==> src/rtl/lsu_pkg.sv <==
// Shared definitions for the data-memory load/store controller:
// funct3 codes, FSM state encoding and request legality decode.
package lsu_pkg;

    localparam int XLEN = 32;

    localparam logic [2:0] F3_B  = 3'b000;
    localparam logic [2:0] F3_H  = 3'b001;
    localparam logic [2:0] F3_W  = 3'b010;
    localparam logic [2:0] F3_BU = 3'b100;
    localparam logic [2:0] F3_HU = 3'b101;

    typedef enum logic [2:0] {
        S_IDLE,
        S_RD,
        S_RWAIT,
        S_WR,
        S_ERR,
        S_RESP
    } state_t;

    // Stores have no unsigned variants, so only B/H/W are legal for them.
    function automatic logic f3_legal(input logic we, input logic [2:0] f3);
        if (we)
            return (f3 == F3_B) || (f3 == F3_H) || (f3 == F3_W);
        return (f3 == F3_B) || (f3 == F3_H) || (f3 == F3_W) ||
               (f3 == F3_BU) || (f3 == F3_HU);
    endfunction

endpackage

==> src/rtl/lsu_align.sv <==
// Byte-lane steering: extracts and extends load data from a memory word,
// and merges a store byte/half into a previously read word.
module lsu_align
    import lsu_pkg::*;
#(
    parameter int XLEN = lsu_pkg::XLEN
) (
    input  logic [2:0]      funct3,
    input  logic [1:0]      off,
    input  logic [XLEN-1:0] word,
    input  logic [XLEN-1:0] wdata,
    output logic [XLEN-1:0] load_data,
    output logic [XLEN-1:0] merged
);

    logic [7:0]  byte_lane;
    logic [15:0] half_lane;

    assign byte_lane = word[{off, 3'b000} +: 8];
    assign half_lane = word[{off[1], 4'b0000} +: 16];

    // funct3[2] marks the unsigned load variants.
    always_comb begin
        load_data = word;
        case (funct3[1:0])
            2'b00: load_data = {{(XLEN-8){byte_lane[7] & ~funct3[2]}}, byte_lane};
            2'b01: load_data = {{(XLEN-16){half_lane[15] & ~funct3[2]}}, half_lane};
            default: load_data = word;
        endcase
    end

    always_comb begin
        merged = word;
        case (funct3[1:0])
            2'b00: merged[{off, 3'b000} +: 8] = wdata[7:0];
            2'b01: merged[{off[1], 4'b0000} +: 16] = wdata[15:0];
            default: merged = word;
        endcase
    end

endmodule

==> src/rtl/dmem_lsu_ctrl.sv <==
// Load/store sequencer onto a word-addressed registered-read memory:
// single read for loads, single write for SW, read-modify-write for SB/SH.
module dmem_lsu_ctrl
    import lsu_pkg::*;
#(
    parameter int XLEN    = lsu_pkg::XLEN,
    parameter int WORD_AW = 18
) (
    input  logic               clk,
    input  logic               rst,
    input  logic               req_valid,
    output logic               req_ready,
    input  logic               req_we,
    input  logic [2:0]         req_funct3,
    input  logic [XLEN-1:0]    req_addr,
    input  logic [XLEN-1:0]    req_wdata,
    output logic               resp_valid,
    output logic [XLEN-1:0]    resp_rdata,
    output logic               resp_err,
    output logic               mem_en,
    output logic               mem_we,
    output logic [WORD_AW-1:0] mem_addr,
    output logic [XLEN-1:0]    mem_wdata,
    input  logic [XLEN-1:0]    mem_rdata
);

    state_t               state, state_nxt;
    logic                 r_we;
    logic [2:0]           r_f3;
    logic [WORD_AW+1:0]   r_addr;
    logic [XLEN-1:0]      r_wdata;
    logic [XLEN-1:0]      r_merge;
    logic [XLEN-1:0]      load_data;
    logic [XLEN-1:0]      merged;
    logic                 misal;
    logic                 oor;
    logic                 req_err;
    logic                 accept;

    always_comb begin
        misal = 1'b0;
        case (req_funct3[1:0])
            2'b01:   misal = req_addr[0];
            2'b10:   misal = |req_addr[1:0];
            default: misal = 1'b0;
        endcase
    end

    assign oor     = |req_addr[XLEN-1:WORD_AW+2];
    assign req_err = !f3_legal(req_we, req_funct3) || misal || oor;
    assign accept  = req_valid && req_ready;

    lsu_align #(.XLEN(XLEN)) u_align (
        .funct3    (r_f3),
        .off       (r_addr[1:0]),
        .word      (mem_rdata),
        .wdata     (r_wdata),
        .load_data (load_data),
        .merged    (merged)
    );

    always_ff @(posedge clk) begin
        if (rst) begin
            state      <= S_IDLE;
            r_we       <= 1'b0;
            r_f3       <= '0;
            r_addr     <= '0;
            r_wdata    <= '0;
            r_merge    <= '0;
            resp_rdata <= '0;
            resp_err   <= 1'b0;
        end else begin
            state <= state_nxt;
            if (accept) begin
                r_we    <= req_we;
                r_f3    <= req_funct3;
                r_addr  <= req_addr[WORD_AW+1:0];
                r_wdata <= req_wdata;
            end
            // Response registers only change on the way into RESP, so they
            // hold between responses.
            case (state)
                S_RWAIT: begin
                    r_merge <= merged;
                    if (!r_we) begin
                        resp_rdata <= load_data;
                        resp_err   <= 1'b0;
                    end
                end
                S_WR: begin
                    resp_rdata <= '0;
                    resp_err   <= 1'b0;
                end
                S_ERR: begin
                    resp_rdata <= '0;
                    resp_err   <= 1'b1;
                end
                default: ;
            endcase
        end
    end

    always_comb begin
        state_nxt  = state;
        req_ready  = 1'b0;
        resp_valid = 1'b0;
        mem_en     = 1'b0;
        mem_we     = 1'b0;
        case (state)
            S_IDLE: begin
                req_ready = 1'b1;
                if (req_valid) begin
                    if (req_err)
                        state_nxt = S_ERR;
                    else if (req_we && req_funct3 == F3_W)
                        state_nxt = S_WR;
                    else
                        state_nxt = S_RD;
                end
            end
            S_RD: begin
                mem_en    = 1'b1;
                state_nxt = S_RWAIT;
            end
            S_RWAIT: state_nxt = r_we ? S_WR : S_RESP;
            S_WR: begin
                mem_en    = 1'b1;
                mem_we    = 1'b1;
                state_nxt = S_RESP;
            end
            S_ERR: state_nxt = S_RESP;
            S_RESP: begin
                resp_valid = 1'b1;
                state_nxt  = S_IDLE;
            end
            default: state_nxt = S_IDLE;
        endcase
        // Reset must suppress any in-flight write in the reset cycle itself.
        if (rst) begin
            req_ready  = 1'b0;
            resp_valid = 1'b0;
            mem_en     = 1'b0;
            mem_we     = 1'b0;
        end
    end

    assign mem_addr  = r_addr[WORD_AW+1:2];
    assign mem_wdata = (state == S_WR && !rst) ?
                       ((r_f3 == F3_W) ? r_wdata : r_merge) : '0;

endmodule

==> config.mk <==
export PLATFORM = sky130hd
export DESIGN_NAME = dmem_lsu_ctrl
export DESIGN_NICKNAME = d
export VERILOG_FILES = /design/src/rtl/lsu_pkg.sv /design/src/rtl/lsu_align.sv /design/src/rtl/dmem_lsu_ctrl.sv
export SDC_FILE = /design/constraint.sdc
export NUM_CORES = 1
export LEC_CHECK = 0
export BUFFER_PORTS_ARGS = -buffer_cell sky130_fd_sc_hd__buf_2
export CAP_MARGIN = 40
export CORE_ASPECT_RATIO = 0.9
export CORE_MARGIN = 1
export CORE_UTILIZATION = 25
export DETAILED_ROUTE_END_ITERATION = 10
export GPL_TIMING_DRIVEN = 0
export PLACE_DENSITY_LB_ADDON = 0.12
export SKIP_CTS_REPAIR_TIMING = 1
export SLEW_MARGIN = 20
export SYNTH_ARGS = -nofsm -noshare
export SYNTH_HDL_FRONTEND = slang
export SYNTH_SLANG_ARGS = --single-unit
==> constraint.sdc <==
create_clock -name clk -period 6.4 [get_ports clk]
set_input_delay 0.96 -clock clk [delete_from_list [all_inputs] [get_ports clk]]
set_output_delay 0.96 -clock clk [all_outputs]
set_load 0.005 [all_outputs]
==> summary.md <==
| Metric | Value |
|---|---|
| Vias in the first global route | 7193 |
| Buf/Inv on CP | 5 |
| Commonest cells after routing, fill and taps aside | buf_2, nand2_1, dfxtp_1, nor2_1, nand3b_1 |
| Synthesized netlist cell count | 898 |
| Hold depth | 2 |
| Yosys cell types | 59 |
| Crit path max fanout | 10 |
| Detailed-route wire length per cell | 19.73 um |
| Htree depth | 4 |
| Clock Skew | 0.006801 ns |
| Startpoint type of the worst setup path | register |
| CTS tree | built |
| GPL Wtd Cong | 0.8749 |
| PortBufs | 189 |
| Max_slew headroom | 45.01% |
| Most used DFF post-synth | dfxtp_1 |
| Cells along the critical path | buf_2, inv_1, or3_1, clkbuf_1, clkbuf_1, nand2_1, a21oi_1, buf_2 |
| CTS Sinks | 124 |
| Status | finished, violations left |
| VDD IR max | 0.1704 mV |
| Final Hold Fails | 0 |
| Cell Area, Placed | 8487 um^2 |
| Least-Margin Pin Slew | 0.8248 ns |
| Inserted Diodes | 0 |
| Die height | 161.7 um |
| Max cap viols | 0 |
| Critical Path Sink Type | primary output |
| Register area share after synthesis | 35.06% |
| Final setup viols | 0 |
| Synthesized area per cell | 7.885 um^2 |
| Max Slew Vio Count | 0 |
| Number of synthesized flops with an enable pin | 0 |
| CTS buffer count | 17 |
| Die width | 179.4 um |
| Power Dens Cells | 291.0 nW/um^2 |
| Mapped Nets | 1009 |
| DRC | 8 |
| Clock Latency Late Sink | 0.43 ns |
| Final period util | 59.74% |
| Register bit total from synthesis | 124 |
| Max Fclk | 261.6 MHz |
| Worst R2R Setup Slack | 3.45 ns |
| Worst Hold Class | register to register |
| Core ar. | 27870 um^2 |
| DR iter-0 viols | 610 |
| Most common cell after layout, fill and taps aside | buf_2 |
| Tmin final | 3.823 ns |
| Ys async rst share | 0% |
| P&R area growth vs syn | 28.56% |
| First-pass GRT wire length | 44.22 mm |
| Total Nets Final | 1220 |
| Crit path kind | register to primary output |
| Setup TNS | 0 ns |
| Maximum buffer depth of the clock tree | 2 |
| Initial core utilization | 25.41% |
| Design area | 9102 um^2 |
| Largest net degree at the start of global routing | 17 |
| Area of the mapped netlist | 7081 um^2 |
| Share of cells above drive strength 1 | 27.72% |
| DP HPWL | 22.37 mm |
| Crit path arrival time | 2.86 ns |
| Critical Path Stages | 8 |
| 1st-pass router iterations | 10 |
| R2r worst-path depth | 9 |
| Tot GR Track Use | 20.56% |
| Post-DRT Antenna Nets | 0 |
| CP max stage cell | clkbuf_1 |
| GRT overflow | 0 |
| Unrepaired setup endpoints after global routing | false |
| Leak | 4.056 nW |
| I/O pins | 190 |
| Row cnt | 58 |
| CP top delay family | buffers and inverters |
| Overall die area | 29000 um^2 |
| Data required, critical path | 5.44 ns |
| Initial antenna violation count | 0 |
| Total Power | 2.649 mW |
| Failing checks | design-rule violations |
| Synthesis warning total | 0 |
| Routed WL | 29.24 mm |
| CP max stage delay | 0.58 ns |
| CTS root buffer | clkbuf_16 |
| Reg clk slew, reported paths | 0.06 ns |
| Via density per instance | 5.037 |
| Via count | 7465 |
==> metal layers <==
layer / share of wire (%) / vias to the layer above / global-route usage (%)
li1: - / 3617 / -
met1: 48 / 3597 / 29.26
met2: 44 / 215 / 31.05
met3: 5.8 / 36 / 4.096
met4: 1.9 / 0 / 6.073
met5: 0 / - / 0
==> power by group <==
group / leakage (nW) / switching (mW) / total, mW / internal (mW)
Combinational: 2.75 / 0.425 / 0.692 / 0.267
Sequential: 1.01 / 0.0766 / 0.926 / 0.850
Clock: 0.295 / 0.411 / 1.03 / 0.619
Total: 4.06 / 0.913 / 2.65 / 1.74
==> through the flow <==
step                util [%]  instances  setup WS [ns]  hold WS, ns
CTS                    32.65       1481          2.606       0.4485
detailed placement     30.46       1449          2.892       0.4368
floorplan                  -        898          3.710       0.4417
global route           32.66       1482          2.450       0.4636
global placement       30.42       1447          2.819       0.4323
finish                 32.66       1482          2.577       0.4467
==> synthesized netlist by cell type (8+ instances only) <==
cell	count	area [um^2]
dfxtp_1	124	2482
a21oi_1	37	185.2
a221oi_1	38	332.8
nand3b_1	60	450.4
o21ai_0	31	155.2
nor2_1	60	225.2
a211oi_1	22	165.2
a22o_1	22	192.7
o22ai_1	8	50.05
mux2_2	13	146.4
buf_4	24	180.2
and3_1	14	87.58
inv_1	31	116.4
ha_1	8	100.1
buf_2	23	115.1
nor2b_1	8	50.05
clkbuf_1	46	172.7
nand2_1	207	777.0
a221o_1	22	220.2
==> path summary, 6_finish.rpt <==
path                 start             to
max                r_f3[1]   mem_wdata[1]
min          resp_rdata[3]  resp_rdata[3]
max reg2reg      r_addr[1]    r_merge[28]
min reg2reg  resp_rdata[3]  resp_rdata[3]
==> state kept, by name, indices dropped and copies added (netlist names) <==
register,count
r_merge,32
state,3
resp_rdata,32
r_f3,3
resp_err,1
r_addr,20
r_we,1
r_wdata,32
==> kinds of logic after synthesis <==
logic type	after synthesis	share of synthesized area, %
fa+ha+maj	8	1.414
flops	124	35.06
mux	21	4.435
compound gates	219	22.94
buf+inv	128	8.570
simple gates	398	27.58
==> worst reg2reg max path: cells and delay by family (launching register included) <==
family	cells	cell delay, ns
compound gates	2	0.43
fa+ha+maj	1	0.42
buf+inv	4	1.30
flops	1	0.38
simple gates	2	0.34
==> final cells by class <==
| type | count | area [um^2] |
|---|---|---|
| inverter | 32 | 120.1 |
| buffer | 96 | 486.7 |
| tap | 360 | 450.4 |
| fill | 3076 | 18760 |
| clock inverter | 15 | 185.2 |
| sequential | 124 | 2482 |
| timing repair buffer | 192 | 960.9 |
| clock buffer | 17 | 425.4 |
| multi-input combinational | 646 | 3991 |
No activity file was read; power rests on OpenSTA's default activity.
